### src/rtl/cipher_out_serializer.sv
// Two-block ciphertext buffer that drains each 128-bit AES block as four 32-bit
// words over a valid/ready stream, with sticky overflow and a drained-block counter.
module cipher_out_serializer #(
  parameter int MSW_FIRST = 1
) (
  input  logic         clk,
  input  logic         rst_n,
  input  logic         in_valid,
  input  logic [127:0] in_data,
  output logic         in_ready,
  output logic         out_valid,
  input  logic         out_ready,
  output logic [31:0]  out_data,
  output logic         out_last,
  output logic         overflow,
  output logic [15:0]  blk_count
);

  localparam int DATA_W = 128;
  localparam int WORD_W = 32;

  typedef enum logic [1:0] {
    EMPTY = 2'd0,
    ONE   = 2'd1,
    FULL  = 2'd2
  } fill_state_e;

  fill_state_e        state_q, state_d;
  logic [DATA_W-1:0]  mem_q [2];
  logic               rd_ptr_q, rd_ptr_d;
  logic               wr_ptr_q, wr_ptr_d;
  logic [1:0]         word_idx_q, word_idx_d;
  logic               overflow_q, overflow_d;
  logic [15:0]        blk_count_q, blk_count_d;

  logic               push, pop, drop, word_hs;
  logic [DATA_W-1:0]  head_blk;

  function automatic logic [WORD_W-1:0] select_word(input logic [DATA_W-1:0] blk,
                                                     input logic [1:0]        idx);
    logic [1:0] lane;
    lane = (MSW_FIRST != 0) ? (2'd3 - idx) : idx;
    case (lane)
      2'd0:    select_word = blk[31:0];
      2'd1:    select_word = blk[63:32];
      2'd2:    select_word = blk[95:64];
      default: select_word = blk[127:96];
    endcase
  endfunction

  // in_ready looks only at registered occupancy so the upstream path never sees out_ready
  assign in_ready  = (state_q != FULL);
  assign out_valid = (state_q != EMPTY);
  assign word_hs   = out_valid & out_ready;
  assign pop       = word_hs & (word_idx_q == 2'd3);
  assign push      = in_valid & in_ready;
  assign drop      = in_valid & ~in_ready;

  assign head_blk  = mem_q[rd_ptr_q];
  assign out_data  = select_word(head_blk, word_idx_q);
  assign out_last  = out_valid & (word_idx_q == 2'd3);
  assign overflow  = overflow_q;
  assign blk_count = blk_count_q;

  always_comb begin
    state_d     = state_q;
    rd_ptr_d    = rd_ptr_q;
    wr_ptr_d    = wr_ptr_q;
    word_idx_d  = word_idx_q;
    overflow_d  = overflow_q | drop;
    blk_count_d = blk_count_q;

    case (state_q)
      EMPTY: if (push) state_d = ONE;
      ONE: begin
        if (push && !pop)      state_d = FULL;
        else if (!push && pop) state_d = EMPTY;
      end
      FULL:    if (pop) state_d = ONE;
      default: state_d = EMPTY;
    endcase

    if (push) wr_ptr_d = ~wr_ptr_q;
    if (pop) begin
      rd_ptr_d    = ~rd_ptr_q;
      blk_count_d = blk_count_q + 16'd1;
    end
    // two-bit index wraps 3 -> 0 exactly when the head block is popped
    if (word_hs) word_idx_d = word_idx_q + 2'd1;
  end

  always_ff @(posedge clk) begin
    if (!rst_n) begin
      state_q     <= EMPTY;
      rd_ptr_q    <= 1'b0;
      wr_ptr_q    <= 1'b0;
      word_idx_q  <= 2'd0;
      overflow_q  <= 1'b0;
      blk_count_q <= 16'd0;
    end else begin
      state_q     <= state_d;
      rd_ptr_q    <= rd_ptr_d;
      wr_ptr_q    <= wr_ptr_d;
      word_idx_q  <= word_idx_d;
      overflow_q  <= overflow_d;
      blk_count_q <= blk_count_d;
    end
  end

  // Block storage carries no reset; occupancy alone decides what is valid
  always_ff @(posedge clk) begin
    if (push) mem_q[wr_ptr_q] <= in_data;
  end

endmodule

### config.mk
export PLATFORM = sky130hd
export DESIGN_NAME = cipher_out_serializer
export DESIGN_NICKNAME = d
export VERILOG_FILES = /design/src/rtl/cipher_out_serializer.sv
export SDC_FILE = /design/constraint.sdc
export NUM_CORES = 1
export LEC_CHECK = 0
export BUFFER_PORTS_ARGS = -buffer_cell sky130_fd_sc_hd__buf_2
export CORE_ASPECT_RATIO = 1.2
export CORE_UTILIZATION = 50
export CTS_CLUSTER_DIAMETER = 200
export CTS_CLUSTER_SIZE = 40
export DETAILED_ROUTE_END_ITERATION = 8
export PLACE_DENSITY = 0.81
export SETUP_SLACK_MARGIN = 0.02
export SYNTH_ARGS = -nofsm -noshare
export SYNTH_HDL_FRONTEND = slang
export SYNTH_SLANG_ARGS = --single-unit
### constraint.sdc
create_clock -name clk -period 8.34 [get_ports clk]
set_clock_uncertainty 0.2 [all_clocks]
set_input_delay 1.668 -clock clk [delete_from_list [all_inputs] [get_ports clk]]
set_output_delay 1.668 -clock clk [all_outputs]
set_load 0.02 [all_outputs]
==> flow_summary_export.csv <==
group,metric,value,unit
synthesis,synthTopCellsByArea,"edfxtp_1, mux4_2, a222oi_1, dfxtp_1, inv_1",
clock_tree,cts-root-buf,"clkbuf_16",
timing,whs,0.2886,ns
critical_path,crit_chain,"inv_1 -> ha_2 -> buf_4 -> a222oi_1 -> inv_1 -> mux4_2 -> buf_2",
clock_tree,cts_sinks,280,
routing,drcViolationCount,0,
timing,max_freq,208.1,MHz
synthesis,synth_top_area_share,72.79,%
critical_path,reg2reg_slack,4.90,ns
power,max-vdd-ir-drop,180.4,uV
timing,rsz0062_at_grt,"false",
clock_tree,post-cts-setup-buffer-count,0,
critical_path,r2r.worst_path.cells,7,
synthesis,syn-num-nets,709,
critical_path,cpMostUsedCell,"inv_1",
clock_tree,clk_pin_slew,0.14,ns
clock_tree,cts_tree,"yes",
min_path,hold_path_class,"flop to flop",
critical_path,crit_buf_inv,4,
synthesis,synth.most_common_cell,"edfxtp_1",
routing,postRouteWirelength,20210,um
die,pin_count,184,
power,totalPowerFinal,2490,uW
synthesis,synth_common_cells,"edfxtp_1, inv_1, a222oi_1, mux4_2, dfxtp_1",
critical_path,worst_ep_required_time,6.47,ns
timing,timing.final.crit_share,57.63,%
clock_tree,hold_buffers,0,
critical_path,slowest_delay,0.47,ns
critical_path,startpoint_type,"flop",
critical_path,worstPathArrival,2.94,ns
min_path,holdCritStartpoint,"overflow",
timing,drv_slew,0,
routing,dr.pass1.iters,7,
die,start_util,51.60,%
routing,avgRoutedWirePerCell,19.95,um
timing,hold_viol,0,
routing,drtIter0Drc,561,
global_route,grt.busiest_layer,"met2",
clock_tree,clk_latency,0.49,ns
synthesis,syn-cell-area,10560,um^2
finish,fillerInstances,1517,
routing,via_count,5787,
clock_tree,htreeDepth,1,
placed_design,place.detailed.hpwl,12980,um
critical_path,r2r_end,"blk_count[14]",
global_route,grt_overflow_total,0,
synthesis,yosysUniqueCellTypes,36,
die,die-area,21710,um^2
synthesis,ys_ff_latch,280,
critical_path,end_kind,"output port",
synthesis,synthArstFlopShare,0,%
critical_path,crit_fanout,36,
synthesis,ys_seq_area_share,77.34,%
global_route,grt.total_usage,18.69,%
synthesis,synth_top_area_cell,"edfxtp_1",
die,die_h,161.2,um
finish,area_delta_synth_final,14.20,%
global_route,grt_pass1_wl,30790,um
synthesis,synth_top_flop_cell,"edfxtp_1",
timing,setup_viol,0,
critical_path,path_delay_family,"buffers and inverters",
clock_tree,cts_buffer_depth,3,
global_route,use_met2,33.34,%
placed_design,port_buffers,183,
global_route,grt_max_degree,66,
timing,period_needed,4.806,ns
min_path,hold_path_depth,1,
finish,final_nets,879,
placed_design,gp_congestion,0.7132,
synthesis,synth.avg_cell_area,18.50,um^2
global_route,antenna_found_initial,5,
die,fp-row-count,57,
synthesis,syn_inst,571,
routing,postRouteAntennaNets,0,
power,powerDensity,206.5,nW/um^2
timing,max_slew_margin,27.70,%
critical_path,cpMaxStageDelayCell,"mux4_2",
die,core-area,20470,um^2
global_route,met3_usage,3.296,%
run,max_cap_viol_count,0,
status,status,"completed",
finish,layout-drive-gt1-share,32.62,%
global_route,gr-usage-met1,23.25,%
die,die_x,134.7,um
timing,finalSetupTns,0,ns
synthesis,synth_warnings,0,
timing,worst_pin_slew,1.085,ns
critical_path,r2r_start,"word_idx_q[0]",
clock_tree,cts_made_buffers,10,
min_path,hold_end,"overflow",
routing,via_per_inst,5.713,
power,p_leak,0.004704,uW
synthesis,synth_edf_count,256,
global_route,grt_pass1_vias,5881,
critical_path,worstSetupPathType,"flop to output port",
clock_tree,cts_resized,0,
[area by class of cell]
| cell class | count | area, um^2 | share of cell area [%] |
|---|---|---|---|
| antenna | 3 | 7.507 | 0.06224 |
| clock buffer | 16 | 294.0 | 2.438 |
| inverter | 71 | 269.0 | 2.230 |
| multi-input combinational | 188 | 2022 | 16.76 |
| sequential | 280 | 8169 | 67.73 |
| tap | 265 | 331.6 | 2.749 |
| timing repair buffer | 190 | 968.4 | 8.029 |
[worst max path at each step]
stage | startpoint | to | slack [ns] | cells past startpoint
floorplan | in_valid | mem_q[0][0] | 0.44 | 2
global placement | word_idx_q[0] | out_data[19] | 4.14 | 7
detailed placement | word_idx_q[0] | out_data[4] | 4.07 | 7
CTS | word_idx_q[0] | out_data[4] | 3.52 | 7
global route | word_idx_q[0] | out_data[24] | 3.37 | 7
finish | word_idx_q[0] | out_data[27] | 3.53 | 7
[flip-flops by register name, indices dropped and copies added, names as in the netlist, named ones only]
signal	cells
blk_count	16
word_idx_q	2
wr_ptr_q	1
mem_q	256
rd_ptr_q	1
overflow	1
state_q	2
[cells by family (layout without fill, tap and decap cells)]
family	after synthesis	in the layout	share of synthesized area (%)
AOI/OAI and AO/OA	74	74	6.776
xor gates and xnor gates	11	11	0.9122
adders and majority gates	6	6	0.7108
buffers and inverters	103	277	3.732
DFF	280	280	77.34
muxes	38	38	7.393
other	0	3	0
and+or+nand+nor	59	59	3.140
[cell usage in the layout (no fill, tap or decap), types with 2 or more instances in the layout]
| master | Yosys | routed |
|---|---|---|
| nand4_1 | 4 | 4 |
| nand2_1 | 14 | 14 |
| or3_1 | 2 | 2 |
| clkbuf_16 | 0 | 11 |
| and2_1 | 14 | 14 |
| a21boi_1 | 2 | 2 |
| mux2i_1 | 6 | 6 |
| mux4_2 | 32 | 32 |
| clkbuf_1 | 23 | 5 |
| o22ai_1 | 2 | 2 |
| dfxtp_1 | 24 | 23 |
| buf_4 | 0 | 7 |
| ha_2 | 0 | 4 |
| nor2b_1 | 3 | 3 |
| buf_2 | 4 | 183 |
| o21ai_0 | 3 | 3 |
| a222oi_1 | 64 | 64 |
| ha_1 | 6 | 2 |
| nor3_1 | 3 | 3 |
| nand3_1 | 4 | 4 |
| diode_2 | 0 | 3 |
| xnor2_1 | 10 | 10 |
| inv_1 | 70 | 70 |
| nand2b_1 | 5 | 5 |
| edfxtp_1 | 256 | 256 |
[power breakdown]
group | internal (uW) | switching [uW]
combinational | 79.7 | 136
clock | 248 | 374
sequential | 1630 | 22.8
[layer usage]
layer	wire (um)	share of wire [%]
met1	7603	38
met2	10670	53
met3	1553	7.7
met4	377	1.9
met5	10	0.049
[stage by stage]
step / area (um^2) / utilization, % / std cells / setup slack (ns)
detailed placement: 11760 / 57.45 / 994 / 4.075
CTS: 12050 / 58.89 / 1010 / 3.522
global placement: 11760 / 57.45 / 994 / 4.141
floorplan: 10560 / - / 571 / 0.4378
finish: 12060 / 58.93 / 1013 / 3.534
global route: 12060 / 58.92 / 1012 / 3.373
Note: power is estimated with default switching activity, not from simulation.
